<file path="config.mk">
export PLATFORM = sky130hd
export DESIGN_NAME = dual_port_ram_be
export DESIGN_NICKNAME = d
export VERILOG_FILES = /design/src/rtl/ram_pkg.sv /design/src/rtl/ram_rd_pipe.sv /design/src/rtl/dual_port_ram_be.sv
export SDC_FILE = /design/constraint.sdc
export NUM_CORES = 1
export LEC_CHECK = 0
export BUFFER_PORTS_ARGS = -buffer_cell sky130_fd_sc_hd__buf_2
export CORE_AREA = 2 2 230 175
export CTS_CLUSTER_SIZE = 28
export DETAILED_ROUTE_END_ITERATION = 12
export DIE_AREA = 0 0 232 177
export PLACE_DENSITY = 0.8
export SLEW_MARGIN = 40
export SYNTH_ARGS = -nofsm -noshare
export SYNTH_HDL_FRONTEND = slang
export SYNTH_SLANG_ARGS = --single-unit
</file>
<file path="constraint.sdc">
create_clock -name clk -period 3 [get_ports clk]
set_input_delay 0.45 -clock clk [delete_from_list [all_inputs] [get_ports clk]]
set_output_delay 0.45 -clock clk [all_outputs]
set_load 0.03 [all_outputs]
</file>
<file path="src/rtl/ram_pkg.sv">
// ram_pkg: shared definitions for the byte-enabled RAM family.
//   RDW_OLD_DATA / RDW_NEW_DATA : read-during-write mode selectors
//   MAX_DATA_WIDTH              : widest word the byte_merge helper supports
//   byte_merge()                : lane-wise merge of an old and a new word
package ram_pkg;

  localparam int RDW_OLD_DATA   = 0;
  localparam int RDW_NEW_DATA   = 1;

  localparam int MAX_DATA_WIDTH = 256;
  localparam int MAX_SEL_WIDTH  = $clog2(MAX_DATA_WIDTH);

  // Lanes whose enable bit is set take new_word, all others keep old_word.
  // Operands are zero-extended to MAX_DATA_WIDTH by the caller, so one
  // function serves every word width; byte_width is a constant at each call
  // site, so the division folds away.
  function automatic logic [MAX_DATA_WIDTH-1:0] byte_merge(
    input logic [MAX_DATA_WIDTH-1:0] old_word,
    input logic [MAX_DATA_WIDTH-1:0] new_word,
    input logic [MAX_DATA_WIDTH-1:0] be,
    input int unsigned               byte_width
  );
    logic [MAX_DATA_WIDTH-1:0] merged;
    merged = old_word;
    for (int unsigned b = 0; b < MAX_DATA_WIDTH; b++) begin
      if (be[MAX_SEL_WIDTH'(b / byte_width)]) begin
        merged[MAX_SEL_WIDTH'(b)] = new_word[MAX_SEL_WIDTH'(b)];
      end
    end
    return merged;
  endfunction

endpackage

</file>
<file path="src/rtl/ram_rd_pipe.sv">
// ram_rd_pipe: read-side output pipeline of READ_LATENCY register stages
// carrying {valid, err, data}.
//   clk, rst_n          : clock, asynchronous active-low reset
//   in_valid, in_err    : read accepted this cycle / its address was bad
//   in_data             : word sampled from the array this cycle
//   out_valid, out_err  : last-stage valid and error (err only with valid)
//   out_data            : last-stage data, held while no read completes
module ram_rd_pipe #(
  parameter int DATA_WIDTH   = 32,
  parameter int READ_LATENCY = 1
) (
  input  logic                  clk,
  input  logic                  rst_n,
  input  logic                  in_valid,
  input  logic                  in_err,
  input  logic [DATA_WIDTH-1:0] in_data,
  output logic                  out_valid,
  output logic                  out_err,
  output logic [DATA_WIDTH-1:0] out_data
);

  logic [READ_LATENCY-1:0] valid_q;
  logic [READ_LATENCY-1:0] err_q;
  logic [DATA_WIDTH-1:0]   data_q [READ_LATENCY];

  // Data registers only load when a valid word arrives so the output holds
  // its last value on idle cycles; err is qualified by valid at every stage
  // so it can never be seen without valid.
  always_ff @(posedge clk or negedge rst_n) begin
    if (!rst_n) begin
      valid_q <= '0;
      err_q   <= '0;
      for (int s = 0; s < READ_LATENCY; s++) begin
        data_q[s] <= '0;
      end
    end else begin
      valid_q[0] <= in_valid;
      err_q[0]   <= in_valid & in_err;
      if (in_valid) begin
        data_q[0] <= in_data;
      end
      for (int s = 1; s < READ_LATENCY; s++) begin
        valid_q[s] <= valid_q[s-1];
        err_q[s]   <= valid_q[s-1] & err_q[s-1];
        if (valid_q[s-1]) begin
          data_q[s] <= data_q[s-1];
        end
      end
    end
  end

  assign out_valid = valid_q[READ_LATENCY-1];
  assign out_err   = err_q[READ_LATENCY-1];
  assign out_data  = data_q[READ_LATENCY-1];

endmodule

</file>
<file path="src/rtl/dual_port_ram_be.sv">
// dual_port_ram_be: simple dual-port synchronous RAM, byte-enabled write
// port plus independent read port with 1- or 2-cycle latency.
//   clk, rst_n                        : clock, asynchronous active-low reset
//   wr_en, wr_addr, wr_data, wr_be    : write request, per-lane enables
//   wr_err                            : one-cycle pulse after a bad write address
//   rd_en, rd_addr                    : read request
//   rd_data, rd_valid, rd_err         : read result, strobe, bad-address flag
// The array itself is never reset; only the pipeline and flags are.
module dual_port_ram_be
  import ram_pkg::*;
#(
  parameter int DATA_WIDTH   = 32,
  parameter int BYTE_WIDTH   = 8,
  parameter int ADDR_WIDTH   = 4,
  parameter int DEPTH        = 16,
  parameter int READ_LATENCY = 1,
  parameter int RDW_MODE     = 0
) (
  input  logic                             clk,
  input  logic                             rst_n,
  input  logic                             wr_en,
  input  logic [ADDR_WIDTH-1:0]            wr_addr,
  input  logic [DATA_WIDTH-1:0]            wr_data,
  input  logic [DATA_WIDTH/BYTE_WIDTH-1:0] wr_be,
  output logic                             wr_err,
  input  logic                             rd_en,
  input  logic [ADDR_WIDTH-1:0]            rd_addr,
  output logic [DATA_WIDTH-1:0]            rd_data,
  output logic                             rd_valid,
  output logic                             rd_err
);

  // Parameter sanity checks, resolved at elaboration.
  if (BYTE_WIDTH < 1) begin : g_bad_byte_width
    $fatal(1, "dual_port_ram_be: BYTE_WIDTH must be at least 1");
  end
  if (DATA_WIDTH % BYTE_WIDTH != 0) begin : g_bad_lanes
    $fatal(1, "dual_port_ram_be: DATA_WIDTH must be a multiple of BYTE_WIDTH");
  end
  if (DATA_WIDTH > MAX_DATA_WIDTH) begin : g_bad_width
    $fatal(1, "dual_port_ram_be: DATA_WIDTH exceeds ram_pkg::MAX_DATA_WIDTH");
  end
  if (READ_LATENCY != 1 && READ_LATENCY != 2) begin : g_bad_latency
    $fatal(1, "dual_port_ram_be: READ_LATENCY must be 1 or 2");
  end
  if (DEPTH < 1) begin : g_bad_depth_low
    $fatal(1, "dual_port_ram_be: DEPTH must be at least 1");
  end
  if (DEPTH > 2**ADDR_WIDTH) begin : g_bad_depth_high
    $fatal(1, "dual_port_ram_be: DEPTH exceeds the address space");
  end

  // One extra bit so DEPTH == 2**ADDR_WIDTH is representable.
  localparam logic [ADDR_WIDTH:0] DEPTH_LIMIT = (ADDR_WIDTH+1)'(DEPTH);

  logic [DATA_WIDTH-1:0] mem [DEPTH];

  logic                  wr_in_range;
  logic                  rd_in_range;
  logic                  collision;
  logic [DATA_WIDTH-1:0] wr_old;
  logic [DATA_WIDTH-1:0] wr_merged;
  logic [DATA_WIDTH-1:0] rd_old;
  logic [DATA_WIDTH-1:0] s1_data;

  assign wr_in_range = ({1'b0, wr_addr} < DEPTH_LIMIT);
  assign rd_in_range = ({1'b0, rd_addr} < DEPTH_LIMIT);

  // Array reads are guarded so an out-of-range address never indexes past
  // the array; a bad read address yields a zero word.
  assign wr_old = wr_in_range ? mem[wr_addr] : '0;
  assign rd_old = rd_in_range ? mem[rd_addr] : '0;

  assign wr_merged = DATA_WIDTH'(byte_merge(MAX_DATA_WIDTH'(wr_old),
                                            MAX_DATA_WIDTH'(wr_data),
                                            MAX_DATA_WIDTH'(wr_be),
                                            BYTE_WIDTH));

  assign collision = wr_en && rd_en && wr_in_range && rd_in_range &&
                     (wr_addr == rd_addr);

  // Byte-merged write; wr_be == 0 rewrites the old word, a harmless no-op.
  always_ff @(posedge clk) begin
    if (wr_en && wr_in_range) begin
      mem[wr_addr] <= wr_merged;
    end
  end

  always_ff @(posedge clk or negedge rst_n) begin
    if (!rst_n) begin
      wr_err <= 1'b0;
    end else begin
      wr_err <= wr_en && !wr_in_range;
    end
  end

  // On a same-address collision in new-data mode the merged write word is
  // forwarded, since the array still holds the pre-write value this cycle.
  always_comb begin
    s1_data = rd_old;
    if (RDW_MODE == RDW_NEW_DATA && collision) begin
      s1_data = wr_merged;
    end
  end

  ram_rd_pipe #(
    .DATA_WIDTH  (DATA_WIDTH),
    .READ_LATENCY(READ_LATENCY)
  ) u_rd_pipe (
    .clk      (clk),
    .rst_n    (rst_n),
    .in_valid (rd_en),
    .in_err   (!rd_in_range),
    .in_data  (s1_data),
    .out_valid(rd_valid),
    .out_err  (rd_err),
    .out_data (rd_data)
  );

endmodule

</file>
* Word-level counts from Yosys, hierarchy flattened
Memory sizes are Yosys's and may differ from the RTL's. A register that Yosys moved wholly into a read port is not among the register bits. Index checks and enable logic that the tools add are counted.
Operators by class: equal/unequal tests 4, mux-type cells 34, reductions and logical operators 5
Operators by type and width (number):
- $mux W1 | 34
- $reduce_and A2 Y1 | 4
- $ne A1 B1 Y1 const B | 4
- $logic_not A1 Y1 | 1
Word-level totals: input port bits 48, bits in registers 1, memories kept 1, output and inout port bits 35, RAM bits 512, word-level logic and storage cells 45
Memory list:
- mem | words 16, width 32, rd ports 1, clocked after Yosys merged registers in 1, write ports 1, line dual_port_ram_be.sv:56 | logic [DATA_WIDTH-1:0] mem [DEPTH];

* Depth between registers and ports, before layout
Gate-level depths: netlist (run 1).
depth in word-level cells 3, depth in mapped cells 6, depth with buffers taken out 3

* Modules after synthesis
Synthesis (run 1) repeated with hierarchy kept, for this count alone.
Unflattened totals: cells, all modules 950, area total of the unflattened synthesis 20867.5 µm²
By module, submodules not included:
- dual_port_ram_be | cells each 879, instances 1, area an instance 19469.9 µm², seq. area each 15374.7 µm²
- ram_rd_pipe | cells each 71, instances 1, area an instance 1397.6 µm², seq. area each 850.8 µm²

* Worst setup path after synthesis (run 1)
No wires, ideal clock.
kind input to register, start point in rd_addr[2], end point reg u_rd_pipe.data_q, in the netlist u_rd_pipe.out_data[23], read port of mem, data arrival time 1558 ps, data required time 2854 ps, path buffers 2, setup slack 1295 ps, library setup time 146 ps, cell stages on the path 5, cells stage by stage buf_6 -> buf_12 -> mux4_1 -> mux2i_1 -> a221oi_2
RTL lines:
- start, declared | line dual_port_ram_be.sv:27 | input logic [ADDR_WIDTH-1:0] rd_addr,
- end, declared | line ram_rd_pipe.sv:24 | logic [DATA_WIDTH-1:0] data_q [READ_LATENCY];

==> impl_results.md, run 1 <==
* Family with the most delay on the worst path: multiplexers
* Vias in the first global route at 10,600
* CTS root buf: clkbuf_16
* Seq/Total Area, Yosys at 76.8%
* Routed vias at 10,200
* Highest-delay cell along the critical path: mux4_1
* Wire per inst at 27.1 um
* H-tree levels at 2
* Remaining Overflow, GRT at 0
* Clk slew on worst S/H paths at 60 ps
* Synth warn at 0
* Routability cong. at 0.760
* RSZ-0062 raised after global routing: no
* Buffers added on ports at 80
* Reg2reg setup slack at 1490 ps
* Final setup fails at 0
* Power per Cell Area at 647 nW/um^2
* Area grow syn2layout at 13.0%
* Peak VDD IR at 535 uV
* P_leak at 7.83 nW
* Clock Latency Late Sink at 560 ps
* Crit Path Category: input pin to register
* Syn avg cell area at 22.2 um^2
* Startpoint types: input pin
* First-pass GRT wire length at 67,400 um
* Largest net degree at the start of global routing at 41
* Routed wire length at 44,900 um
* Slew Limit Fails at 0
* Core Rows at 63
* Endpoints failing hold at 0
* Antenna-violating nets left at 0
* Post-CTS Setup Inserts at 0
* Total Die Area at 41,100 um^2
* Most common cell after layout, fill and taps aside: edfxtp_1
* DR pass1 iterations at 6
* Worst slew pin tran at 850 ps
* Crit end category: register
* Die height at 177 um
* Synth Cell Area at 21,100 um^2
* Status: finished clean
* Worst Path Required at 3410 ps
* Initial antenna violation count at 4
* Max-cap violations at 0
* Mapped Cells at 951
* Worst path buffer plus inverter count at 2
* Gr usage total at 22.6%
* Commonest cells after routing, fill and taps aside: edfxtp_1, mux4_2, nor2_1
* Setup Skew at 14.4 ps
* Initial core utilization at 54.1%
* DRT iter0 DRCs at 1,276
* Clock buffer depth at 3
* Hpwl dp at 27,800 um
* Fin Setup TNS at 0 ps
* #FFs+latches synth at 545
* Via density per instance at 6.18
* Max stage delay on crit path at 600 ps
* Netlist cell types at 27
* Clock sink total at 545
* Worst min-delay path class: input pin to register
* Worst-path cell chain: buf_6 > buf_4 > mux4_1 > mux2i_1 > a221oi_2
* Drt drc at 0
* Crit path max fanout at 33
* Final Util at 61.1%
* Post-CTS Resized at 0
* Ant. Diodes at 0
* Worst endpoint data arrival time at 2080 ps
* CTS tree: built
* # nets final at 1,149
* IO Pins at 83
* Core area at 39,000 um^2
* Period utilization at 55.6%
* Hold_buf cts at 1
* Share of post-route cells with drive strength above 1 at 33.5%
* Max-slew headroom at 43.2%
* CTS Buf Count at 46
* Peak Freq at 0.599 GHz
* Die width at 232 um
* Final min period at 1670 ps
==> sequential cells by signal, indices dropped and copies added, names as in the netlist <==
name and flops:
u_rd_pipe.out_valid 1, u_rd_pipe.out_data 32, mem 512
==> synth_stat cells <==
cell           count  area share (%)
edfxtp_1         512              73
mux4_2           120              13
nor2_1            98             1.7
dfrtp_1           33             3.9
mux2i_1           32             1.5
a221oi_2          22             1.6
o22ai_1           22            0.65
clkbuf_1          14            0.25
nand2_1           13            0.23
a221oi_1          10            0.42
buf_4             10            0.36
o22ai_2           10            0.59
buf_2              9            0.21
buf_6              8            0.43
mux4_1             8             1.0
buf_12             6            0.57
nand3_1            6            0.14
dlygate4sd1_1      4            0.17
nor2b_1            4            0.12
buf_8              2            0.14
clkbuf_4           2           0.071
and2_1             1           0.030
clkbuf_8           1           0.065
conb_1             1           0.018
nand2b_1           1           0.030
nand4_1            1           0.030
or2_2              1           0.030
==> routing by layer <==
metal | up-vias | GRT usage, % | routed length [um]
li1 | 4271 | - | -
met1 | 5378 | 32.7 | 18300
met2 | 490 | 36.2 | 22100
met3 | 82 | 3.87 | 3270
met4 | 8 | 6.28 | 1100
met5 | - | 0 | 55
==> area by class of cell <==
class	count	area [um^2]
Sequential cell	545	16200
Multi-Input combinational cell	351	4430
Clock inverter	26	219
Tap cell	520	651
Clock buffer	57	1250
Fill cell	2646	15200
Timing Repair Buffer	157	1070
==> worst paths after layout <==
path,cells after the start,endpoint,from
max in group asynchronous,2,u_rd_pipe.out_data[4],rst_n
worst max-delay path,5,u_rd_pipe.out_data[1],rd_addr[2]
min in group asynchronous,2,u_rd_pipe.out_data[17],rst_n
worst min register to register,2,u_rd_pipe.out_data[11],u_rd_pipe.out_data[11]
worst min-delay path,1,u_rd_pipe.out_valid,rd_en
worst max register to register,3,u_rd_pipe.out_data[12],mem[0][12]
==> where the power goes <==
group	switching [mW]	total, mW	internal (mW)	leakage, nW
logic	0.618	0.986	0.368	2.13
clock network	2.60	5.90	3.30	0.730
registers	0.0659	8.52	8.46	4.98
==> stage by stage <==
stage	instances	cell area, um^2	hold WS (ps)	setup slack (ps)	power [mW]
3_3_place_gp	1572	22300	540	811	9.63
2_1_floorplan	952	21100	154	1300	9.31
4_1_cts	1656	23800	217	1310	15.5
6_report	1656	23800	238	1330	15.4
3_5_place_dp	1572	22300	513	740	9.67
5_1_grt	1656	23800	227	1240	15.9
==> cell families after synthesis <==
kind of cell | Yosys count | share of synthesized area [%]
other | 1 | 0.0178
DFF | 545 | 76.8
buffers and inverters | 56 | 2.26
muxes | 160 | 15.3
and+or+nand+nor | 125 | 2.36
AOI/OAI and AO/OA | 64 | 3.23
==> worst register-to-register path, stage by stage, from the launching register on <==
cell and delay (ps):
edfxtp_1 450, mux4_2 530, o22ai_1 310, a221oi_2 90
Note: power is estimated with default switching activity, not from simulation.
==> run 2, diff against run 1 <==
==> constraint.sdc (replaced) <==
create_clock -name clk -period 1.55 [get_ports clk]
set_input_delay 0.2325 -clock clk [delete_from_list [all_inputs] [get_ports clk]]
set_output_delay 0.2325 -clock clk [all_outputs]
set_load 0.03 [all_outputs]
==> impl_results.md, run 2 (synthesized netlist as in run 1, its figures left out) <==
* Crit path max fanout at 2 (-94%)
* Worst slew pin tran at 529 ps (-321 ps)
* Area grow syn2layout at 15.5%
* First-pass GRT wire length at 67,400 um (about the same)
* Clock buffer depth at 3 (unchanged)
* Startpoint types: register
* Most common cell after layout, fill and taps aside: edfxtp_1
* Min-delay src: wr_data[12]
* Buffers added on ports at 80 (unchanged)
* Crit end category: primary output
* Crit Path Category: register to primary output
* DRT iter0 DRCs at 1,138 (-11%)
* Commonest cells after routing, fill and taps aside: edfxtp_1, mux4_2, buf_4
* Clock sink total at 545 (unchanged)
* Most flops, register: mem
* DR pass1 iterations at 5 (-1)
* Dpl cells at 1,620 (+3.1%)
* Antenna-violating nets left at 0 (unchanged)
* Die height at 177 um (unchanged)
* Routability cong. at 0.777 (+2.2%)
* R2R Path End: u_rd_pipe.out_data[5]
* H-tree levels at 2 (unchanged)
* Worst min-delay path class: input pin to register
* Total Die Area at 41,100 um^2 (unchanged)
* Max reg flops at 512 (unchanged)
* Final min period at 1420 ps
* Number of cells on the worst reg-to-reg path at 3 (unchanged)
* CTS Buf Count at 48 (+4.3%)
* Reg2reg setup slack at 170 ps (-1320 ps)
* Post-CTS Resized at 0 (unchanged)
* IO Pins at 83 (unchanged)
* Final setup fails at 0 (unchanged)
* Highest-delay cell along the critical path: dfrtp_1
* Slew Limit Fails at 0 (unchanged)
* Worst-path cell chain: buf_2
* Power per Cell Area at 1240 nW/um^2 (+92%)
* Die width at 232 um (unchanged)
* Core Rows at 63 (unchanged)
* Family with the most delay on the worst path: flip-flops
* Max-cap violations at 0 (unchanged)
* Largest net degree at the start of global routing at 41 (unchanged)
* CTS tree: built
* Reg-to-reg startpoint: mem[15][5]
* Clock Latency Late Sink at 560 ps (about the same)
* Initial antenna violation count at 5 (+1)
* Worst Path Required at 1320 ps (-2090 ps)
* Max-slew headroom at 64.7% (+22 points)
* Max stage delay on crit path at 410 ps (-190 ps)
* Share of post-route cells with drive strength above 1 at 35.8% (+2.2 points)
* # nets final at 1,199 (+4.4%)
* Worst-case hold slack at 43.2 ps (-195 ps)
* Via density per instance at 6.09 (-1.4%)
* Hold-critical path depth at 1 (unchanged)
* Routed vias at 10,400 (+1.8%)
* Wire per inst at 26.0 um (-4.0%)
* Period utilization at 91.5%
* CTS root buf: clkbuf_16
* RSZ-0062 raised after global routing: no
* Setup Skew at 14.0 ps (-0.407 ps)
* Peak VDD IR at 1020 uV (+91%)
* WHS Endpoint: mem[15][12]
* Post-CTS Setup Inserts at 0 (unchanged)
* Fillers at 2,584 (-2.3%)
* Endpoints failing hold at 0 (unchanged)
* Remaining Overflow, GRT at 0 (unchanged)
* Routed wire length at 44,500 um (-0.82%)
* Hold_buf cts at 1 (unchanged)
* Clk slew on worst S/H paths at 70 ps (about the same)
* Worst path buffer plus inverter count at 1 (-1)
* Worst setup path start: u_rd_pipe.out_data[7]
* Drt drc at 0 (unchanged)
* Gr usage total at 22.6% (about the same)
* Peak Freq at 0.705 GHz
* Initial core utilization at 54.1% (unchanged)
* Hpwl dp at 28,300 um (+2.0%)
* Status: finished clean
* Vias in the first global route at 11,000 (+3.6%)
* P_leak at 8.14 nW (+3.9%)
* Core area at 39,000 um^2 (unchanged)
* Worst endpoint data arrival time at 1190 ps (-890 ps)
* Fin cells at 1,710 (+3.3%)
-- run 2: worst register-to-register path, stage by stage, from the launching register on --
cell and delay, ps:
edfxtp_1 360, mux4_2 470, mux2i_1 300, a221oi_2 120
-- run 2: layout make-up --
cell class                 count  area (um^2)  share of cell area (%)
timing repair buffer         205         1570                    6.44
multi-input combinational    351         4420                    18.1
antenna                        2         5.00                  0.0205
clock buffer                  60         1270                    5.20
tap                          520          651                    2.67
clock inverter                27          251                    1.03
sequential                   545        16200                    66.5
-- run 2: worst max path at each step --
stage	depth (start not counted)	to	slack, ps
4_1_cts	1	rd_data[10]	80
5_1_grt	1	rd_data[10]	80
6_report	1	rd_data[7]	130
3_3_place_gp	5	u_rd_pipe.out_data[3]	-120
2_1_floorplan	5	u_rd_pipe.out_data[23]	60
3_5_place_dp	5	u_rd_pipe.out_data[1]	-150
-- run 2: where the power goes --
group | internal [mW] | total, mW | leakage (nW) | switching (mW)
Combinational | 0.811 | 2.02 | 2.41 | 1.21
Sequential | 16.4 | 16.5 | 4.98 | 0.124
Clock | 6.62 | 11.7 | 0.750 | 5.09
-- run 2: stage by stage --
stage	setup slack [ps]	setup TNS (ps)	power [mW]	utilization (%)	instance area, um^2
global route	78.0	0	31.1	62.4	24400
floorplan	62.9	0	18.0	-	21100
global placement	-118	-2080	18.8	58.5	22800
finish	132	0	30.2	62.4	24400
CTS	79.7	0	30.4	62.4	24400
detailed placement	-154	-4350	18.8	58.5	22800
-- run 2: layer usage --
layer,part of all wire [%],vias up,wire length [um],GRT usage (%)
li1,-,4374,-,-
met1,40,5468,17900,31.7
met2,49,480,22000,36.8
met3,7.9,85,3520,4.12
met4,2.4,6,1050,6.84
met5,0.083,-,37,0
==> run 3, diff against run 2 <==
--- a/config.mk
+++ b/config.mk
@@ -5,12 +5,13 @@
 export SDC_FILE = /design/constraint.sdc
 export NUM_CORES = 1
 export LEC_CHECK = 0
+export ABC_AREA = 1
 export BUFFER_PORTS_ARGS = -buffer_cell sky130_fd_sc_hd__buf_2
-export CORE_AREA = 2 2 230 175
+export CORE_AREA = 2 2 229 175
 export CTS_CLUSTER_SIZE = 28
 export DETAILED_ROUTE_END_ITERATION = 12
-export DIE_AREA = 0 0 232 177
-export PLACE_DENSITY = 0.8
+export DIE_AREA = 0 0 231 177
+export PLACE_DENSITY = 0.83
 export SLEW_MARGIN = 40
 export SYNTH_ARGS = -nofsm -noshare
 export SYNTH_HDL_FRONTEND = slang
==> constraint.sdc (replaced) <==
create_clock -name clk -period 1.6 [get_ports clk]
set_input_delay 0.24 -clock clk [delete_from_list [all_inputs] [get_ports clk]]
set_output_delay 0.24 -clock clk [all_outputs]
set_load 0.03 [all_outputs]
==> impl_results.md, run 3 <==
* Status: finished clean
* Die width at 231 um (-0.43%)
* Wire per inst at 20.6 um (-21%)
* Placement Cell Area at 23,600 um^2 (+3.4%)
* Syn avg cell area at 11.5 um^2 (-48%)
* Main synth FF type: edfxtp_1
* Switching Fraction at 23.0% (+1.8 points)
* Worst path buffer plus inverter count at 1 (unchanged)
* Asr flop ratio synth at 6.06% (unchanged)
* Synth top cells by count: nand2_1, edfxtp_1, nand3_1
* Synth Area in Compound Gates at 0% (-3.2 points)
* Vias in the first global route at 15,000 (+37%)
* Routed wire length at 53,800 um (+21%)
* Initial core utilization at 57.1% (+3.0 points)
* Die height at 177 um (unchanged)
* Final min period at 1510 ps
* Gr usage total at 26.6% (+4.0 points)
* Most flops, register: mem
* Power per Cell Area at 1160 nW/um^2 (-6.1%)
* Worst slew pin tran at 522 ps (-6.45 ps)
* First-pass GRT wire length at 82,800 um (+23%)
* Slew Limit Fails at 0 (unchanged)
* Post-Synth Adder-Cell Area at 0% (unchanged)
* Worst Path Required at 1360 ps (+40 ps)
* Peak Freq at 0.664 GHz
* Initial antenna violation count at 2 (-3)
* #FFs+latches synth at 545 (unchanged)
* Max-slew headroom at 65.1% (+0.43 points)
* Fin Setup TNS at 0 ps (unchanged)
* DR pass1 iterations at 6 (+1)
* Worst-case hold slack at 31.7 ps (-11.5 ps)
* Mapped Cells at 1,919 (+100%)
* Startpoint types: register
* RSZ-0062 raised after global routing: no
* Final Power at 29.2 mW (-3.3%)
* Drt drc at 0 (unchanged)
* H-tree levels at 2 (unchanged)
* Seq/Total Area, Yosys at 73.2% (-3.7 points)
* IO Pins at 83 (unchanged)
* Core Rows at 63 (unchanged)
* Hpwl dp at 33,000 um (+17%)
* Family with the most delay on the worst path: flip-flops
* Antenna-violating nets left at 0 (unchanged)
* Post-synth EDFFs at 512 (unchanged)
* Simple-Gate Fraction of Synth Area at 23.3% (+21 points)
* Reg power frac at 54.6% (about the same)
* Highest-delay cell along the critical path: dfrtp_1
* Main combinational cell family by area after synthesis: simple AND/OR/NAND/NOR gates
* Crit path max fanout at 2 (unchanged)
* Via density per instance at 5.80 (-4.8%)
* Internal power at 22.5 mW (-5.4%)
* Psw at 6.73 mW (+4.8%)
* Max-cap violations at 0 (unchanged)
* Combinational Power Share at 7.7% (+1.0 points)
* Clk slew on worst S/H paths at 70 ps (about the same)
* Total Die Area at 40,900 um^2 (-0.43%)
* Remaining Overflow, GRT at 0 (unchanged)
* Clock Latency Late Sink at 580 ps (+20 ps)
* Crit end category: primary output
* Netlist cell types at 15 (-44%)
* Fin worst setup slack at 94.9 ps (-37.6 ps)
* Period utilization at 94.1%
* DRT iter0 DRCs at 2,108 (+85%)
* Clock buffer depth at 3 (unchanged)
* Most common cell in the netlist: nand2_1
* Worst-path cell chain: buf_2
* Worst min-delay path class: input pin to register
* Clock sink total at 545 (unchanged)
* Mux cell area share after synthesis at 0% (-15 points)
* Endpoints failing hold at 0 (unchanged)
* Most common cell after layout, fill and taps aside: nand2_1
* Buffers added on ports at 80 (unchanged)
* CTS root buf: clkbuf_16
* CTS Buf Count at 49 (+2.1%)
* CTS tree: built
* Core area at 38,800 um^2 (-0.61%)
* Synth Cell Area at 22,100 um^2 (+5.0%)
* Area grow syn2layout at 13.4%
* Pre-CTS setup slack at 31.6 ps (+185 ps)
* Routability cong. at 0.830 (+6.8%)
* Share of post-route cells with drive strength above 1 at 12.8% (-23 points)
* Setup Skew at 14.5 ps (+0.457 ps)
* Synth Area in XOR/XNOR at 0% (unchanged)
* Synth top area cells: edfxtp_1, nand2_1, nand3_1, dfrtp_1, nor2_1
* Max stage delay on crit path at 440 ps (+30 ps)
* Commonest cells after routing, fill and taps aside: nand2_1, edfxtp_1, nand3_1
* Crit Path Category: register to primary output
* Dominant cell type by area after synthesis: edfxtp_1
* Synth warn at 0 (unchanged)
* Routed vias at 15,100 (+45%)
* Final setup fails at 0 (unchanged)
* Cell area after layout at 25,100 um^2 (+3.0%)
* Synth top area share at 69.4% (-3.5 points)
* Clock Power Share at 37.7% (-1.1 points)
* Peak VDD IR at 981 uV (-4.1%)
* Worst endpoint data arrival time at 1270 ps (+80 ps)
* Largest net degree at the start of global routing at 49 (+20%)
* # nets final at 2,097 (+75%)
* Max reg flops at 512 (unchanged)
* P_leak at 9.72 nW (+19%)
## run 3: final cells by class
cell class	instances	area [um^2]
diodes	2	5.00
clock buffers	72	1390
clock inverters	19	97.6
fillers	2703	13700
inverters	11	48.8
multi-input cells	1246	5160
flip-flops and latches	545	16200
well taps	520	651
repair buffers	196	1560
## run 3: power groups by stage
stage          registers [mW]  clock network [mW]  logic, mW
5_1_grt                  16.0                11.6       2.45
2_1_floorplan            16.4                   0       1.14
4_1_cts                  16.0                11.1       2.24
3_3_place_gp             16.3                   0       2.14
6_report                 16.0                11.0       2.26
3_5_place_dp             16.3                   0       2.21
## run 3: timing repair
item / 4_1_cts / 5_1_grt
gates resized for setup: 0 / 0
setup buffers: 0 / 0
hold buffers: 1 / 0
endpoints found under the hold margin: 33 / 0
## run 3: layer usage
layer / vias up / wire, um / global-route usage, % / share of wire, %
li1: 6861 / - / - / -
met1: 7217 / 20600 / 36.3 / 38
met2: 927 / 25900 / 43.9 / 48
met3: 131 / 5880 / 4.96 / 11
met4: 0 / 1450 / 8.52 / 2.7
met5: - / 0 / 0 / 0
## run 3: worst paths after layout
path / start / end / slack (ps) / depth (start not counted)
worst min-delay path: wr_data[31] / mem[14][31] / 30 / 1
max in group asynchronous: rst_n / u_rd_pipe.out_data[16] / 840 / 3
worst max register to register: mem[8][8] / u_rd_pipe.out_data[8] / 450 / 8
worst max-delay path: u_rd_pipe.out_data[8] / rd_data[8] / 90 / 1
min in group asynchronous: rst_n / u_rd_pipe.out_data[7] / 200 / 2
worst min register to register: u_rd_pipe.out_data[22] / u_rd_pipe.out_data[22] / 470 / 2
## run 3: kinds of logic (layout without fill, tap and decap cells)
logic type	after synthesis	in the layout
simple gates	1244	1244
other cells	1	4
buf+inv	129	298
flops	545	545
## run 3: stage by stage
| step | cells | utilization, % |
|---|---|---|
| finish | 2611 | 64.7 |
| global route | 2611 | 64.7 |
| CTS | 2609 | 64.7 |
| detailed placement | 2517 | 60.9 |
| global placement | 2517 | 60.9 |
| floorplan | 1920 | - |
